<file path="src/rtl/ball_pkg.sv">
// Shared constants and types for the ball locator: RGB565 field positions,
// default colour thresholds, coordinate width and the result FSM encoding.
package ball_pkg;

    localparam int COORD_W = 10;
    localparam logic [COORD_W-1:0] COORD_MAX = '1;

    localparam int R_HI = 15;
    localparam int R_LO = 11;
    localparam int G_HI = 10;
    localparam int G_LO = 5;
    localparam int B_HI = 4;
    localparam int B_LO = 0;

    localparam logic [4:0]  R_MIN_DEF   = 5'd20;
    localparam logic [5:0]  G_MAX_DEF   = 6'd30;
    localparam logic [4:0]  B_MAX_DEF   = 5'd10;
    localparam logic [15:0] MIN_PIX_DEF = 16'd8;
    localparam int          CNT_W_DEF   = 16;
    localparam int          SUM_W_DEF   = 26;

    typedef enum logic [1:0] {
        ST_IDLE = 2'd0,
        ST_DIV  = 2'd1,
        ST_DONE = 2'd2
    } ball_state_t;

endpackage

</file>
<file path="src/rtl/ball_locator_divider.sv">
// Restoring unsigned divider, one quotient bit per cycle after a load cycle.
// done rises W cycles after start and stays high until the next start.
module seq_divider #(
    parameter int W = 26
) (
    input  logic         clk,
    input  logic         rst_n,
    input  logic         start,
    input  logic [W-1:0] dividend,
    input  logic [W-1:0] divisor,
    output logic [W-1:0] quotient,
    output logic         done
);

    localparam int KW = $clog2(W);
    localparam logic [KW-1:0] K_LAST = KW'(W - 1);

    logic [W-1:0]  rem;
    logic [W-1:0]  den;
    logic [KW-1:0] k;
    logic          busy;
    logic [W:0]    trial;
    logic [W:0]    diff;
    logic          fits;
    logic          unused_diff_msb;

    // The quotient register starts as the dividend and shifts its bits into the remainder.
    always_comb begin
        trial = {rem, quotient[W-1]};
        diff  = trial - {1'b0, den};
        fits  = (trial >= {1'b0, den});
    end

    assign unused_diff_msb = diff[W];

    always_ff @(posedge clk or negedge rst_n) begin
        if (!rst_n) begin
            quotient <= '0;
            den      <= '0;
            rem      <= '0;
            k        <= '0;
            busy     <= 1'b0;
            done     <= 1'b0;
        end else if (start) begin
            quotient <= dividend;
            den      <= divisor;
            rem      <= '0;
            k        <= '0;
            busy     <= 1'b1;
            done     <= 1'b0;
        end else if (busy) begin
            rem      <= fits ? diff[W-1:0] : trial[W-1:0];
            quotient <= {quotient[W-2:0], fits};
            k        <= k + 1'b1;
            if (k == K_LAST) begin
                busy <= 1'b0;
                done <= 1'b1;
            end
        end
    end

endmodule

</file>
<file path="src/rtl/ball_locator.sv">
// Colour-threshold ball locator: per-frame hit count and centroid of RGB565 pixels.
// Optional bounding-box tracking is built when BALL_BBOX_EN is defined.
module ball_locator
    import ball_pkg::*;
#(
    parameter logic [4:0]  R_MIN   = R_MIN_DEF,
    parameter logic [5:0]  G_MAX   = G_MAX_DEF,
    parameter logic [4:0]  B_MAX   = B_MAX_DEF,
    parameter logic [15:0] MIN_PIX = MIN_PIX_DEF,
    parameter int          CNT_W   = CNT_W_DEF,
    parameter int          SUM_W   = SUM_W_DEF
) (
    input  logic               clk,
    input  logic               rst_n,
    input  logic               write,
    input  logic [15:0]        wrdata,
    input  logic [COORD_W-1:0] horiz_count,
    input  logic               acapture,
    input  logic               newframe,
    output logic               result_valid,
    output logic               ball_found,
    output logic [COORD_W-1:0] ball_x,
    output logic [COORD_W-1:0] ball_y,
    output logic [CNT_W-1:0]   pix_count,
    output logic [COORD_W-1:0] bbox_xmin,
    output logic [COORD_W-1:0] bbox_xmax,
    output logic [COORD_W-1:0] bbox_ymin,
    output logic [COORD_W-1:0] bbox_ymax,
    output logic               overrun,
    output ball_state_t        state_dbg
);

    logic acap_s1, acap_s2, acap_d;
    logic nf_s1, nf_s2, nf_d;
    logic nf_rise, acap_fall;
    logic [COORD_W-1:0] line_y;
    logic [4:0] pix_r;
    logic [5:0] pix_g;
    logic [4:0] pix_b;
    logic hit, cnt_full, cnt_found;
    logic [COORD_W-1:0] pix_x;
    logic [CNT_W-1:0] cnt, snap_cnt;
    logic [SUM_W-1:0] sum_x, sum_y, cnt_ext, quot_x, quot_y;
    logic snap_found, done_x, done_y;
    logic div_start, take_snap, load_out;
    ball_state_t state, state_next;
    logic unused_quot;

    always_ff @(posedge clk or negedge rst_n) begin
        if (!rst_n) begin
            {acap_s1, acap_s2, acap_d} <= '0;
            {nf_s1, nf_s2, nf_d}       <= '0;
        end else begin
            {acap_s1, acap_s2, acap_d} <= {acapture, acap_s1, acap_s2};
            {nf_s1, nf_s2, nf_d}       <= {newframe, nf_s1, nf_s2};
        end
    end

    assign nf_rise   = nf_s2 & ~nf_d;
    assign acap_fall = acap_d & ~acap_s2;

    always_ff @(posedge clk or negedge rst_n) begin
        if (!rst_n)
            line_y <= '0;
        else if (nf_rise)
            line_y <= '0;
        else if (acap_fall && line_y != COORD_MAX)
            line_y <= line_y + 1'b1;
    end

    assign pix_r     = wrdata[R_HI:R_LO];
    assign pix_g     = wrdata[G_HI:G_LO];
    assign pix_b     = wrdata[B_HI:B_LO];
    assign hit       = write && (pix_r >= R_MIN) && (pix_g <= G_MAX) && (pix_b <= B_MAX);
    assign pix_x     = horiz_count - 1'b1;
    assign cnt_full  = &cnt;
    assign cnt_found = (cnt >= CNT_W'(MIN_PIX));
    assign cnt_ext   = SUM_W'(cnt);

    // A hit on the frame-boundary cycle seeds the new frame instead of being lost.
    always_ff @(posedge clk or negedge rst_n) begin
        if (!rst_n) begin
            cnt   <= '0;
            sum_x <= '0;
            sum_y <= '0;
        end else if (nf_rise) begin
            cnt   <= hit ? CNT_W'(1) : '0;
            sum_x <= hit ? SUM_W'(pix_x) : '0;
            sum_y <= hit ? SUM_W'(line_y) : '0;
        end else if (hit && !cnt_full) begin
            cnt   <= cnt + 1'b1;
            sum_x <= sum_x + SUM_W'(pix_x);
            sum_y <= sum_y + SUM_W'(line_y);
        end
    end

    always_ff @(posedge clk or negedge rst_n) begin
        if (!rst_n) begin
            snap_cnt   <= '0;
            snap_found <= 1'b0;
        end else if (take_snap) begin
            snap_cnt   <= cnt;
            snap_found <= cnt_found;
        end
    end

    // Dividers load straight from the live accumulators on the snapshot edge.
    seq_divider #(.W(SUM_W)) u_div_x (
        .clk      (clk),
        .rst_n    (rst_n),
        .start    (div_start),
        .dividend (sum_x),
        .divisor  (cnt_ext),
        .quotient (quot_x),
        .done     (done_x)
    );

    seq_divider #(.W(SUM_W)) u_div_y (
        .clk      (clk),
        .rst_n    (rst_n),
        .start    (div_start),
        .dividend (sum_y),
        .divisor  (cnt_ext),
        .quotient (quot_y),
        .done     (done_y)
    );

    assign unused_quot = ^{quot_x[SUM_W-1:COORD_W], quot_y[SUM_W-1:COORD_W]};

    always_ff @(posedge clk or negedge rst_n) begin
        if (!rst_n)
            state <= ST_IDLE;
        else
            state <= state_next;
    end

    always_comb begin
        state_next = state;
        case (state)
            ST_IDLE: if (nf_rise) state_next = cnt_found ? ST_DIV : ST_DONE;
            ST_DIV:  if (done_x && done_y) state_next = ST_DONE;
            ST_DONE: state_next = ST_IDLE;
            default: state_next = ST_IDLE;
        endcase
    end

    always_comb begin
        take_snap = (state == ST_IDLE) && nf_rise;
        div_start = take_snap && cnt_found;
        load_out  = (state == ST_DONE);
    end

    assign state_dbg = state;

    always_ff @(posedge clk or negedge rst_n) begin
        if (!rst_n) begin
            result_valid <= 1'b0;
            overrun      <= 1'b0;
            ball_found   <= 1'b0;
            ball_x       <= '0;
            ball_y       <= '0;
            pix_count    <= '0;
        end else begin
            result_valid <= load_out;
            overrun      <= nf_rise && (state != ST_IDLE);
            if (load_out) begin
                ball_found <= snap_found;
                ball_x     <= snap_found ? quot_x[COORD_W-1:0] : '0;
                ball_y     <= snap_found ? quot_y[COORD_W-1:0] : '0;
                pix_count  <= snap_cnt;
            end
        end
    end

`ifdef BALL_BBOX_EN
    logic [COORD_W-1:0] xmin, xmax, ymin, ymax;
    logic [COORD_W-1:0] snap_xmin, snap_xmax, snap_ymin, snap_ymax;

    always_ff @(posedge clk or negedge rst_n) begin
        if (!rst_n) begin
            xmin <= COORD_MAX;
            xmax <= '0;
            ymin <= COORD_MAX;
            ymax <= '0;
        end else if (nf_rise) begin
            xmin <= hit ? pix_x : COORD_MAX;
            xmax <= hit ? pix_x : '0;
            ymin <= hit ? line_y : COORD_MAX;
            ymax <= hit ? line_y : '0;
        end else if (hit && !cnt_full) begin
            if (pix_x < xmin)  xmin <= pix_x;
            if (pix_x > xmax)  xmax <= pix_x;
            if (line_y < ymin) ymin <= line_y;
            if (line_y > ymax) ymax <= line_y;
        end
    end

    always_ff @(posedge clk or negedge rst_n) begin
        if (!rst_n) begin
            snap_xmin <= COORD_MAX;
            snap_xmax <= '0;
            snap_ymin <= COORD_MAX;
            snap_ymax <= '0;
            bbox_xmin <= '0;
            bbox_xmax <= '0;
            bbox_ymin <= '0;
            bbox_ymax <= '0;
        end else begin
            if (take_snap) begin
                snap_xmin <= xmin;
                snap_xmax <= xmax;
                snap_ymin <= ymin;
                snap_ymax <= ymax;
            end
            if (load_out) begin
                bbox_xmin <= snap_found ? snap_xmin : '0;
                bbox_xmax <= snap_found ? snap_xmax : '0;
                bbox_ymin <= snap_found ? snap_ymin : '0;
                bbox_ymax <= snap_found ? snap_ymax : '0;
            end
        end
    end
`else
    assign bbox_xmin = '0;
    assign bbox_xmax = '0;
    assign bbox_ymin = '0;
    assign bbox_ymax = '0;
`endif

endmodule

</file>
<file path="config.mk">
export PLATFORM = sky130hd
export DESIGN_NAME = ball_locator
export DESIGN_NICKNAME = d
export VERILOG_FILES = /design/src/rtl/ball_pkg.sv /design/src/rtl/ball_locator_divider.sv /design/src/rtl/ball_locator.sv
export SDC_FILE = /design/constraint.sdc
export NUM_CORES = 1
export LEC_CHECK = 0
export ABC_AREA = 1
export CAP_MARGIN = 10
export CORE_MARGIN = 5
export CORE_UTILIZATION = 50
export DETAILED_ROUTE_END_ITERATION = 7
export PLACE_DENSITY = 0.83
export SLEW_MARGIN = 40
export SYNTH_ARGS = -nofsm -noshare
export SYNTH_HDL_FRONTEND = slang
export SYNTH_SLANG_ARGS = --single-unit
</file>
<file path="constraint.sdc">
create_clock -name clk -period 1.9 [get_ports clk]
set_clock_uncertainty 0.15 [all_clocks]
set_input_delay 0.38 -clock clk [delete_from_list [all_inputs] [get_ports clk]]
set_output_delay 0.38 -clock clk [all_outputs]
set_load 0.05 [all_outputs]
</file>
# Word-level counts from Yosys, hierarchy flattened
# Index checks and enable logic that the tools add are counted.
[totals] regBits=276 latch_bits=0 ram_bits=0 rom_bits=0 out_inout_bits=81 wordCells=121 n_memories=0
[op_classes] add_sub_neg=9 multipliers=0 div_mod_pow=0 n_lt_le_gt_ge=6 n_eq_ne=7 shift=0 mux=43 n_bitwise=4 reduce_logical=22
[op_table] operator="26-bit two-way mux" count=14
[op_table] operator="10-bit two-way mux" count=6
[op_table] operator="27-bit by 16-bit greater-or-equal comparator with 1-bit output" count=2
[op_table] operator="26-bit by 10-bit adder with 26-bit output" count=2
[op_table] operator="26-bit by 16-bit subtractor with 26-bit output" count=2
[op_table] operator="16-bit two-way mux" count=2
[op_table] operator="5-bit two-way mux" count=4
[op_table] operator="16-bit by 1-bit adder with 16-bit output, second input constant" count=1
[op_table] operator="16-bit by 4-bit greater-or-equal comparator with 1-bit output, second input constant" count=1
[op_table] operator="16-bit AND reduction" count=1
[op_table] operator="2-bit nonzero test" count=7
[op_table] operator="1-bit two-way mux" count=13
[op_table] operator="10-bit by 1-bit adder with 10-bit output, second input constant" count=1
[op_table] operator="5-bit by 1-bit adder with 5-bit output, second input constant" count=2
[op_table] operator="5-bit equality test, second input constant" count=2
[op_table] operator="10-bit != test, second input constant" count=1
[op_table] operator="10-bit by 1-bit subtractor with 10-bit output, second input constant" count=1
[op_table] operator="1-bit logical AND" count=9
[op_table] operator="6-bit by 5-bit <= comparator with 1-bit output, second input constant" count=1
[op_table] operator="2-bit two-way mux" count=3
[op_table] operator="2-bit AND reduction" count=3
[op_table] operator="5-bit greater-or-equal comparator, second input constant" count=1
[op_table] operator="5-bit by 4-bit <= comparator with 1-bit output, second input constant" count=1
[op_table] operator="2-bit != test, second input constant" count=2
[op_table] operator="7 further kinds" count=9

# Logic depth before layout (Yosys ltp)
[logic_depth] depth_word=7 ltp_mapped=18 mapped_depth_nobuf=18

# Cells and area by module
# A second synthesis with hierarchy kept.
[unflattened] hier_cells=2881 area_unflattened_um2=20133.1
[modules_own_cells] mod="seq_divider" instances=2 cells_per_inst=831 area_per_inst_um2=5748.0 seq_area_each_um2=2127.0
[modules_own_cells] mod="ball_locator" instances=1 cells_per_inst=1219 area_per_inst_um2=8637.0 seq_area_each_um2=3553.4

# Least setup slack after synthesis
# Ideal clock, no wire load.
[synth_timing] path_type="input to register" startpoint="input horiz_count[0]" endpoint="register sum_x[17]" arrival_ps=2425 t_required_ps=1627 path_slack_ps=-799 stages=16 path_buffers=0 path_cell_list="inv_1 > ha_1 > nand2_1 > nor3b_1 > nand3_1 > nand2_1 > nand2_1 > ha_1 > nand2_1 > nor2_1 > and2_1 > nand2_1 > nand2_1 > nand2_1 > o21ai_0 > a21oi_1"
[synth_via] elab_chain_cells=4
[synth_lines] item="start: declaration" line_no="ball_locator.sv:17" text="input logic [COORD_W-1:0] horiz_count,"
[synth_lines] item="10-bit by 1-bit subtractor with 10-bit output" line_no="ball_locator.sv:75" text="assign pix_x = horiz_count - 1'b1;"
[synth_lines] item="26-bit by 10-bit adder with 26-bit output" line_no="ball_locator.sv:92" text="sum_x <= sum_x + SUM_W'(pix_x);"
[synth_lines] item="26-bit two-way mux" line_no="ball_locator.sv:90" text="end else if (hit && !cnt_full) begin"
[synth_lines] item="26-bit two-way mux" line_no="ball_locator.sv:86" text="end else if (nf_rise) begin"
[synth_lines] item="end signal: assignment" line_no="ball_locator.sv:88" text="sum_x <= hit ? SUM_W'(pix_x) : '0;"
[synth_lines] item="end signal: assignment" line_no="ball_locator.sv:92"
[synth_lines] item="end: declaration" line_no="ball_locator.sv:43" text="logic [SUM_W-1:0] sum_x, sum_y, cnt_ext, quot_x, quot_y;"
# No other way between the ends. The select of a mux whose other input is x is not followed.
# A chain may end at the register's enable or synchronous reset.

==> flow_summary.toml <==
[finish]
area_growth_pct = 48.79
multiInputGateArea_um2 = 12280
num-nets-final = 3294
final-seq-area_um2 = 6914
post-route-util = 0.7476
drive_above_1_share = 0.3437
fillers = 2352

[die]
die_x_um = 201.1
pin_count = 112
initial_utilization = 0.5024
dieArea_um2 = 40450
coreArea_um2 = 36350
fp-row-count = 70
die_h_um = 201.1

[placement]
globalplace.congestion = 0.9543
hpwl_mm = 41.55
dp_slack_ns = -1.201
io_buffers = 69

[timing]
hold_viol_final = 0
rsz0062_at_grt = "yes"
fin_setup_tns_ns = -27.99
layout_setup_ws_ns = -0.4127
fin_crit_ns = 2.313
report.final.setup_viol = 153
min_period_over_period = 1.217
finalMaxSlewViolations = 0
fmax_mhz = 432.4

[setup_path]
cp-startpoint = "u_div_y.den[12]"
crit_arrival_ns = 2.64
r2r-start = "u_div_y.den[12]"
crit_path_end_kind = "flip-flop"
start_kind = "flip-flop"
cp.required_ns = 2.23
reg2reg_to = "u_div_x.rem[21]"
r2r_cells = 15
path_max_fanout = 6
setup.worst_path.class = "reg2reg"
crit_end = "u_div_x.rem[21]"
r2r_slack_ns = -0.41

[synthesis]
yosysTopAreaCell = "dfrtp_1"
netlist_area_um2 = 18260
synth-seq-area-share = 0.3782
synthAdderAreaFrac = 0.04686
synthMuxAreaShare = 0
synth-xor-area-share = 0.01631
yosysUniqueCellTypes = 48
synthCells = 2709
synth_warnings = 0
yosys.area_share.simple = 0.3839
synth_top_area_frac = 0.3782
synth_area_leaders = "dfrtp_1 (38%), nand2_1 (21%), nand3_1 (7.3%), inv_1 (7.1%), nor2_1 (4.4%)"
synth-compound-area-share = 0.06207
synth_top_family_by_area = "simple AND/OR/NAND/NOR gates"
syn_avg_cell_area_um2 = 6.741
synth_seq_cells = 276

[detailed_routing]
drt_first_pass_iters = 6
via_count = 20810
wl_per_cell_um = 18.47
routed_wl_mm = 68.10
drt-initial-drc-count = 1847
viasPerCell = 5.645
postRouteAntennaNets = 0
drc = 0

[clocking]
cts.reportedPaths.clkPinSlew_ns = 0.06
clockRootBuffer = "clkbuf_16"
cts_tree = "yes"
clkLatencyLatePin_ns = 0.61
cts_inserted_buffers = 30
clock-sinks = 276
ctsHtreeMaxLevel = 1
clock_path_buffers = 3

[global_route]
antenna_found_initial = 1
grt_pass1_vias = 19320
grt_pass1_wl_mm = 94.83
grt_max_degree = 63
track_usage = 0.2790
overflow = 0

[min_path]
worst_hold_path_type = "in2reg"

[status]
violations = "negative setup slack"
status = "finished with violations"

[pwr]
intPower_mw = 11.37
p_seq_frac = 0.379
p_total_mw = 16.54
comb_power_share = 0.243
peakVddDrop_mv = 0.9432
switching_power_mw = 5.167
power.leakage_nw = 14.18
switching_share = 0.3124
clock_power_share = 0.378
power.density_nw_per_um2 = 608.7

[flow_run]
maxCapViolCount = 0
[worst min path at each step]
stage | from | cells after the start | end | slack, ns
finish | acapture | 1 | acap_s1 | 0.07
CTS | acapture | 1 | acap_s1 | 0.06
detailed placement | rst_n | 1 | u_div_x.rem[16] | 0.16
global route | acapture | 1 | acap_s1 | 0.06
floorplan | rst_n | 0 | acap_d | -0.07
global placement | rst_n | 1 | u_div_x.rem[16] | 0.16
[sequential cells by signal, summed over array words and instances (netlist names), 5 cells and up]
| register | flops |
|---|---|
| snap_cnt | 16 |
| cnt | 16 |
| line_y | 10 |
| u_div_y.den | 16 |
| pix_count | 16 |
| ball_x | 10 |
| u_div_y.k | 5 |
| u_div_x.quotient | 26 |
| u_div_x.k | 5 |
| u_div_y.quotient | 26 |
| u_div_x.rem | 26 |
| sum_y | 26 |
| sum_x | 26 |
| u_div_y.rem | 26 |
| ball_y | 10 |
[per-layer routing]
metal | global-route usage | up-vias | part of all wire
met5 | 0 | - | 0
met2 | 0.4712 | 1102 | 0.48
met1 | 0.3571 | 9900 | 0.38
li1 | - | 9482 | -
met3 | 0.03707 | 328 | 0.076
met4 | 0.1308 | 0 | 0.063
[per-stage QoR]
| stage | instance area, µm² | instances | hold WS, ns |
|---|---|---|---|
| 6_report | 27170 | 3687 | 0.07148 |
| 5_1_grt | 27170 | 3686 | 0.05629 |
| 4_1_cts | 24850 | 3622 | 0.05979 |
| 3_5_place_dp | 22400 | 3526 | 0.1569 |
| 3_3_place_gp | 22400 | 3526 | 0.1555 |
| 2_1_floorplan | 19020 | 2748 | -0.06559 |
[cells by family (layout without fill, tap and decap cells)]
| family | Yosys count | after routing |
|---|---|---|
| buffers and inverters | 467 | 934 |
| XOR/XNOR | 34 | 34 |
| adder cells (fa/ha/maj) | 66 | 66 |
| AND/OR/NAND/NOR | 1656 | 1659 |
| other | 1 | 41 |
| flip-flops | 276 | 276 |
| AO/OA/AOI/OAI | 209 | 209 |
[synthesized netlist by cell type (all sizes together)]
cell / n
clkinv: 2
o21bai: 1
ha: 62
o211ai: 17
a31oi: 8
inv: 352
fa: 4
nor3b: 1
buf: 92
dfrtp: 276
o22ai: 3
o31ai: 7
nand4: 60
xor2: 22
nand3: 269
nor4: 2
and2: 4
a21oi: 68
nor3: 27
conb: 1
o21ai: 101
nand3b: 25
xnor2: 12
a21boi: 3
or2: 7
clkbuf: 21
nand2: 1037
a31o: 1
nor2: 224
[timing repair]
item,in CTS,in global routing
pin swaps,139,192
gates cloned,5,18
hold endpoints to repair,276,0
endpoints found under the setup margin,176,197
hold buffers,1,0
setup buffers,37,54
gates resized for setup,293,385
[cells in the final DEF, fill, tap and decap left out, types with 16 or more instances in the layout]
cell type / count
nand3_2: 103
o211ai_1: 17
nor2_4: 23
nand2_2: 106
nand2_1: 853
nor2_1: 161
clkbuf_16: 44
o21ai_1: 17
nand3_1: 154
nor2_2: 38
nand4_1: 60
conb_1: 40
a21oi_2: 20
ha_4: 48
a21oi_1: 45
nand3b_1: 25
nand2_4: 71
buf_12: 42
buf_6: 37
buf_4: 403
dfrtp_1: 270
o21ai_0: 74
xor2_1: 16
inv_1: 297
inv_2: 40
clkdlybuf4s50_1: 18
[power by group through the flow]
stage / sequential, mW / combinational, mW / clock [mW]
2_1_floorplan: 6.31 / 1.58 / 0
3_3_place_gp: 6.30 / 2.76 / 0
3_5_place_dp: 6.31 / 2.82 / 0
4_1_cts: 6.24 / 3.26 / 6.27
5_1_grt: 6.28 / 4.28 / 6.53
6_report: 6.27 / 4.02 / 6.24
[cell type report]
| type | count | share of cell area |
|---|---|---|
| multi-input cells | 2008 | 0.4518 |
| repair buffers | 527 | 0.1828 |
| clock inverters | 14 | 0.008058 |
| well taps | 468 | 0.02155 |
| inverters | 354 | 0.05130 |
| diodes | 1 | 0.00009209 |
| flip-flops and latches | 276 | 0.2545 |
| clock buffers | 39 | 0.02998 |
[critical path, stage by stage (launching register included)]
cell and delay, ns:
dfrtp_1 0.42, inv_4 0.11, ha_4 0.22, nand2_2 0.07, nand2_2 0.06, nand2_2 0.06, nand2_2 0.06, nand2_1 0.09
nand3b_1 0.14, nor2_4 0.20, buf_12 0.15, buf_12 0.11, nand2_8 0.09, buf_12 0.16, nand3_2 0.05, nand2_1 0.05
Power figures use the tool's default switching activity.
